--- src/rtl/keypad_dispenser.sv ---
// One-time-pad key source: stores a bounded pad of keys, hands each out exactly once,
// zeroizes every consumed entry and reports exhaustion instead of reusing material.
module keypad_dispenser #(
    parameter int KEY_W = 32,
    parameter int DEPTH = 16,
    parameter int AW    = 4
) (
    input  logic             clk,
    input  logic             reset,
    input  logic             load_valid,
    input  logic [KEY_W-1:0] load_key,
    output logic             load_ready,
    output logic             load_drop,
    input  logic             key_take,
    output logic             key_valid,
    output logic [KEY_W-1:0] key_out,
    output logic [AW:0]      keys_left,
    output logic             exhausted,
    output logic             wiping,
    input  logic             pad_clear
);

    typedef enum logic [2:0] {
        IDLE,
        ARMED,
        DISPENSE,
        EXHAUSTED,
        WIPE
    } state_e;

    localparam logic [AW:0]   FULL = (AW+1)'(DEPTH);
    localparam logic [AW-1:0] LAST = AW'(DEPTH - 1);

    state_e           state_q;
    logic [KEY_W-1:0] mem_q [DEPTH];
    logic [AW-1:0]    wr_ptr_q;
    logic [AW-1:0]    rd_ptr_q;
    logic [AW-1:0]    wipe_cnt_q;
    logic [AW:0]      keys_left_q;
    logic [AW:0]      keys_left_d;
    logic             load_drop_q;
    logic             do_load;
    logic             do_take;
    logic             drop_d;

    always_comb begin
        load_ready  = (state_q == IDLE || state_q == ARMED) && (keys_left_q < FULL);
        key_valid   = (keys_left_q != '0) && (state_q == ARMED || state_q == DISPENSE);
        key_out     = key_valid ? mem_q[rd_ptr_q] : '0;
        do_load     = load_valid && load_ready && (load_key != '0);
        do_take     = key_take && key_valid;
        drop_d      = load_valid && ((load_key == '0) || !load_ready);
        keys_left_d = keys_left_q + (AW+1)'(do_load) - (AW+1)'(do_take);
    end

    assign keys_left = keys_left_q;
    assign load_drop = load_drop_q;
    assign exhausted = (state_q == EXHAUSTED);
    assign wiping    = (state_q == WIPE);

    // pad_clear outranks any same-cycle load or take; the wipe sweep itself cannot be restarted.
    always_ff @(posedge clk or negedge reset) begin
        if (!reset) begin
            state_q     <= IDLE;
            wr_ptr_q    <= '0;
            rd_ptr_q    <= '0;
            wipe_cnt_q  <= '0;
            keys_left_q <= '0;
            load_drop_q <= 1'b0;
            for (int i = 0; i < DEPTH; i++) begin
                mem_q[i] <= '0;
            end
        end else begin
            load_drop_q <= drop_d;
            if (pad_clear && state_q != WIPE) begin
                state_q     <= WIPE;
                wipe_cnt_q  <= '0;
                wr_ptr_q    <= '0;
                rd_ptr_q    <= '0;
                keys_left_q <= '0;
            end else if (state_q == WIPE) begin
                mem_q[wipe_cnt_q] <= '0;
                wipe_cnt_q        <= wipe_cnt_q + AW'(1);
                if (wipe_cnt_q == LAST) begin
                    state_q <= IDLE;
                end
            end else begin
                if (do_load) begin
                    mem_q[wr_ptr_q] <= load_key;
                    wr_ptr_q        <= wr_ptr_q + AW'(1);
                end
                if (do_take) begin
                    mem_q[rd_ptr_q] <= '0;
                    rd_ptr_q        <= rd_ptr_q + AW'(1);
                end
                keys_left_q <= keys_left_d;
                // A single-key pad can go straight from ARMED to EXHAUSTED on its only take.
                case (state_q)
                    IDLE:     if (do_load) state_q <= ARMED;
                    ARMED:    if (do_take) state_q <= (keys_left_d == '0) ? EXHAUSTED : DISPENSE;
                    DISPENSE: if (do_take && keys_left_d == '0) state_q <= EXHAUSTED;
                    default:  ;
                endcase
            end
        end
    end

endmodule

--- config.mk ---
export PLATFORM = sky130hd
export DESIGN_NAME = keypad_dispenser
export DESIGN_NICKNAME = d
export VERILOG_FILES = /design/src/rtl/keypad_dispenser.sv
export SDC_FILE = /design/constraint.sdc
export NUM_CORES = 2
export LEC_CHECK = 0
export ABC_AREA = 1
export CORE_ASPECT_RATIO = 0.9
export CORE_MARGIN = 2
export CORE_UTILIZATION = 34
export CTS_BUF_LIST = sky130_fd_sc_hd__clkbuf_4 sky130_fd_sc_hd__clkbuf_8 sky130_fd_sc_hd__clkbuf_16
export CTS_CLUSTER_DIAMETER = 100
export CTS_CLUSTER_SIZE = 30
export DETAILED_ROUTE_END_ITERATION = 8
export SLEW_MARGIN = 25
export SYNTH_ARGS = -nofsm -noshare
export SYNTH_HDL_FRONTEND = slang
export SYNTH_SLANG_ARGS = --single-unit
--- constraint.sdc ---
create_clock -name clk -period 3.8 [get_ports clk]
set_input_delay 0.95 -clock clk [delete_from_list [all_inputs] [get_ports clk]]
set_output_delay 0.95 -clock clk [all_outputs]
set_load 0.01 [all_outputs]
# Word-level counts from Yosys, hierarchy flattened

Index checks and enable logic that the tools add are counted.

Bits in registers: 533
Input bits: 37
Output and inout port bits: 42
Word-level logic and storage cells: 113

Add/subtract/negate cells: 5
$lt $le $gt $ge: 7
Eq/ne operators: 11
Muxes and demuxes: 34
Bitwise logic cells: 7
Reductions and logical operators: 27

Operators by type and width:

| cell                | count |
|---|---|
| $mux 512            | 5 |
| $and 512x512->512   | 2 |
| $not 512->512       | 2 |
| $bwmux 512          | 1 |
| $demux 32 s4        | 3 |
| $mux 32             | 6 |
| $bmux 32 s4         | 1 |
| $logic_not 32->1    | 1 |
| $mux 4              | 8 |
| $reduce_bool 32->1  | 1 |
| $mux 3              | 6 |
| $ge 5x5->1 const B  | 3 |
| $lt 5x1->1 const B  | 3 |
| $not 4->5           | 3 |
| $add 4x1->4 const B | 3 |
| $logic_and 1x1->1   | 11 |
| $mux 5              | 2 |
| $reduce_bool 5->1   | 2 |
| $pmux 3 s3          | 1 |
| $ne 4x3->1 const B  | 2 |
| $eq 3x2->1 const B  | 2 |
| $reduce_bool 2->1   | 3 |
| $add 5x1->5         | 1 |
| $logic_not 5->1     | 1 |
| 15 further kinds    | 18 |

# Depth between registers and ports, before layout

Word-level depth: 13
Depth in mapped cells: 21
Gate-level depth less buffers: 20

# Worst setup path before layout

OpenSTA, ideal clock, no wires.

Path kind: input-to-reg
Start point: in load_key[6]
End point: reg state_q[1]
Setup time: 117 ps
Arrival time: 3269 ps
Required time: 3683 ps
Slack: 413 ps
Stages on the path: 18
Path buffers: 0
Cells stage by stage: nor2_1 -> nand2_1 -> nor2_1 -> nand2_1 -> o21ai_2 -> ha_1 -> inv_1 -> ha_1 -> inv_1 -> fa_1 -> xor2_1 -> nand3_1 -> nor2_1 -> nand3_1 -> nand3_1 -> nand4_1 -> nand2_1 -> nand2_1

Cells in the longest elaborated chain, start to end: 8
Elaborated cells on any way between the ends: 9
Classes of those cells: add/sub (2); eq/ne (2); reduce/logical (5)

RTL lines:

| what                           | RTL line | RTL |
|---|---|---|
| start: declaration             | 11       | `input logic [KEY_W-1:0] load_key,` |
| $reduce_bool 32->1 (*)         | 50       | `do_load = load_valid && load_ready && (load_key != '0);` |
| $logic_and 1x1->1 (*)          | 50       |  |
| $add 5x1->5                    | 53       | `keys_left_d = keys_left_q + (AW+1)'(do_load) - (AW+1)'(do_take);` |
| $sub 5x1->5                    | 53       |  |
| $logic_not 5->1                | 101      | `DISPENSE: if (do_take && keys_left_d == '0) state_q <= EXHAUSTED;` |
| $logic_and 1x1->1              | 101      |  |
| $ne 4x2->1 (no line)           | -        |  |
| $reduce_and 5->1 (no line) (*) | -        |  |
| end signal: assignment         | 100      | `ARMED: if (do_take) state_q <= (keys_left_d == '0) ? EXHAUSTED : DISPENSE;` |
| end: declaration               | 34       | `state_e state_q;` |

Mark *: on every way between the ends. The rest lies on a longest branch, timed or not.
A chain may end at the register's enable or synchronous reset.

# Final worst setup path

Start point: reg rd_ptr_q[0]
End point: out key_out[8]

Cells in the longest elaborated chain, start to end: 5

RTL lines:

| what                                       | RTL line | RTL |
|---|---|---|
| start: declaration                         | 37       | `logic [AW-1:0] rd_ptr_q;` |
| start signal: assignment                   | 94       | `rd_ptr_q <= rd_ptr_q + AW'(1);` |
| $not 4->5 (implied by the code)            | 49       | `key_out = key_valid ? mem_q[rd_ptr_q] : '0;` |
| $bmux 32 s4                                | 49       |  |
| $mux 32 (implied by the code) (2 in a row) | 49       |  |
| $mux 32                                    | 49       |  |
| end: declaration                           | 16       | `output logic [KEY_W-1:0] key_out,` |

Every way passes these cells. The select of a mux whose other input is x is not followed.

==> metrics <==
status finished with violations; failing checks negative setup slack; global placer's final weighted congestion between 0.8 and 0.9; Overall Global Routing Usage approximately 26%; gr ovfl total 0; maxcap violations 0; data arrival time of the worst path about 2.9 ns; CP Capture Type output pin; Crit Path Max Fanout 37; first-pass GRT wire length roughly 220 mm; Mapped Area about 36000 µm²; CTS sink count 533; fin nets about 5.5k; Worst-Skew Late Latency 0.64 ns; Leakage approximately 19 nW; Initial Util between 30% and 40%; period utilization 101.1%; drt drc 0; Sum Neg Setup Slack -0.08164 ns; Rows 113; Max IR drop VDD roughly 0.00056 V; Die Wd ~350 µm; average cell area after synthesis 6.476 µm²; reg2reg end state_q[2]; TritonCTS Buffers 25; CTS Hold Buffers Added 0; CTS H-tree lvls 1; DRT Pass-1 Iters 8; CP max-delay cell dfrtp_4; Fin Clk Skew approximately 0.036 ns; CP max stage delay between 0.5 and 0.6 ns; Avg WL per Cell 21.57 µm; WP data required between 2 and 3 ns; Yosys cell types 32; DR vias/cell 5.767; post-synthesis cell count approximately 5.6k; vias in the first global route 35.70k; die height around 310 µm; FF+latch count, synth around 530; Routed Antenna Nets 0; Max Freq approximately 260 MHz; commonest non-fill, non-tap cell in the layout nand2_1; FF+latch area approximately 13000 µm²; CP Buf/Inv Count 5; Layout area overhead 10.54%; TritonCTS clock tree yes; Final Setup Violations 4; Worst-path clk slew 0.12 ns; commonest cells after routing, fill and taps aside nand2_1, a21oi_1, inv_1, dfrtp_1, nand3_1; CP top delay family buffers and inverters; final hold vios 0; crit path launch type flop; Finished Cell Area ~40000 µm²; Final WS setup -0.04193 ns; port buffer count a little under 80; Ys Warns 0; 1st-iter DRT viols 4924; RSZ-0062 raised after global routing yes; full die area around 110000 µm²; initial antenna violation count 0; fin cells ~6.8k; area of the multi-input gates 18750 µm²; # IOs 79; DP HPWL 86.48 mm; WL final between 100 and 150 mm; worst-path cell chain inv_16 -> buf_4 -> buf_12 -> buf_4 -> o21ai_0 -> nand2_1 -> nand2_1 -> a41oi_2 -> dlygate4sd2_1; clock root buffer clkbuf_16; Area after DPL slightly below 40000 µm²; Worst-Margin Slew about 1.1 ns; CTS max path bufs 3; Total Power between 0.03 and 0.04 W; via count a little under 40k; fin. max-slew vios 0; worst hold path type in2async; P per Cell Area 850.7 nW/µm²; share of layout cells above drive strength 1 ~6.6%; Worst Reg-to-Reg Cells 18; sequential share of the synthesized area about 37%; Synthesized Nets ~5.6k; Placed Cells 6733; Fillers roughly 11k; fin crit period roughly 3.8 ns; R2R Setup Slk around 0.76 ns; R2R Path Start keys_left[3]; Slew HR roughly 29%; Core Box Area roughly 110000 µm²; largest net degree at the start of global routing 138; Setup CP Type reg2out
metal layers:
metal | GRT usage (%) | up-vias | wire (µm)
met5 | 0 | - | 0
met4 | 9.229 | 0 | 5986
met3 | 3.418 | 283 | 14720
met2 | 38.99 | 2119 | 63350
met1 | 36.96 | 18720 | 62400
li1 | - | 18035 | -
worst max-delay path by stage:
| stage | startpoint | cells past startpoint | end |
|---|---|---|---|
| detailed placement | load_key[24] | 19 | state_q[0] |
| global placement | load_key[24] | 19 | state_q[0] |
| finish | rd_ptr_q[0] | 9 | key_out[8] |
| global route | rd_ptr_q[0] | 10 | key_out[4] |
| floorplan | load_key[6] | 18 | state_q[1] |
| CTS | rd_ptr_q[1] | 9 | key_out[28] |
worst register-to-register path, delay by kind of cell (launching register included):
kind                     cells  cell delay [ns]
buffers and inverters        4             0.29
XOR/XNOR                     1             0.19
AND/OR/NAND/NOR              9             0.97
adder cells (fa/ha/maj)      4             1.06
flip-flops                   1             0.43
metrics by stage:
stage | setup WS (ns) | hold WS [ns] | util, %
6_report | -0.04193 | 0.2942 | 37.81
5_1_grt | -0.08423 | 0.3176 | 37.80
4_1_cts | -0.2450 | 0.3049 | 37.48
3_5_place_dp | -0.1550 | 0.4677 | 36.54
3_3_place_gp | -0.1575 | 0.4614 | 36.54
2_1_floorplan | 0.4134 | 0.4479 | -
final cells by class:
| type | instances | share of cell area, % |
|---|---|---|
| Sequential cell | 533 | 33.51 |
| Clock inverter | 13 | 0.4053 |
| Antenna cell | 1 | 0.006284 |
| Timing Repair inverter | 1 | 0.02199 |
| Inverter | 593 | 5.674 |
| Tap cell | 1380 | 4.336 |
| Clock buffer | 26 | 1.590 |
| Timing Repair Buffer | 285 | 7.368 |
| Multi-Input combinational cell | 3958 | 47.09 |
cell usage after synthesis:
| cell | number | share of area [%] |
|---|---|---|
| o21ai_1 | 42 | 0.58 |
| fa_1 | 1 | 0.056 |
| dfrtp_1 | 533 | 37 |
| buf_2 | 173 | 2.4 |
| nand3b_1 | 1 | 0.021 |
| and3_1 | 1 | 0.017 |
| a31oi_1 | 448 | 7.8 |
| or2_2 | 1 | 0.017 |
| nor2_1 | 499 | 5.2 |
| nand3_1 | 515 | 7.2 |
| nor3_1 | 2 | 0.028 |
| clkbuf_1 | 250 | 2.6 |
| nor2_4 | 1 | 0.031 |
| o21ai_0 | 309 | 4.3 |
| nand4_1 | 4 | 0.069 |
| a21oi_1 | 711 | 9.9 |
| o31ai_1 | 1 | 0.021 |
| o21ai_2 | 1 | 0.024 |
| o21a_1 | 1 | 0.021 |
| inv_2 | 23 | 0.24 |
| o22ai_1 | 4 | 0.069 |
| clkinv_1 | 2 | 0.021 |
| nand2_2 | 2 | 0.035 |
| ha_1 | 18 | 0.63 |
| nand4_2 | 1 | 0.035 |
| buf_4 | 5 | 0.10 |
| xor2_1 | 2 | 0.049 |
| nand3_2 | 11 | 0.31 |
| nand2_1 | 1350 | 14 |
| a41oi_1 | 32 | 0.78 |
| buf_1 | 51 | 0.53 |
| inv_1 | 568 | 5.9 |
kinds of logic after synthesis:
logic type / count (synthesis) / synth area share (%)
xor+xnor: 2 / 0.04863
buf+inv: 1072 / 11.82
fa+ha+maj: 19 / 0.6807
simple gates: 2388 / 26.98
compound gates: 1549 / 23.45
flops: 533 / 37.02
flip-flops by register name, summed over array words and instances, names as in the netlist:
name / flops
load_drop: 1
wipe_cnt_q: 4
state_q: 3
keys_left: 5
rd_ptr_q: 4
mem_q: 512
wr_ptr_q: 4
power by group:
| part | switching (W) | total [W] | internal (W) |
|---|---|---|---|
| registers | 0.00230 | 0.0108 | 0.00847 |
| clock network | 0.00225 | 0.00355 | 0.00130 |
| logic | 0.0127 | 0.0195 | 0.00686 |
| total | 0.0172 | 0.0339 | 0.0166 |
timing repair:
item                                    in CTS  in global routing
gates resized for setup                     63                 56
cloned                                       1                  6
endpoints found under the setup margin      32                 16
endpoints found under the hold margin        0                  0
setup buffers                                3                  7
pin swaps                                    6                  9
Power figures use the tool's default switching activity.
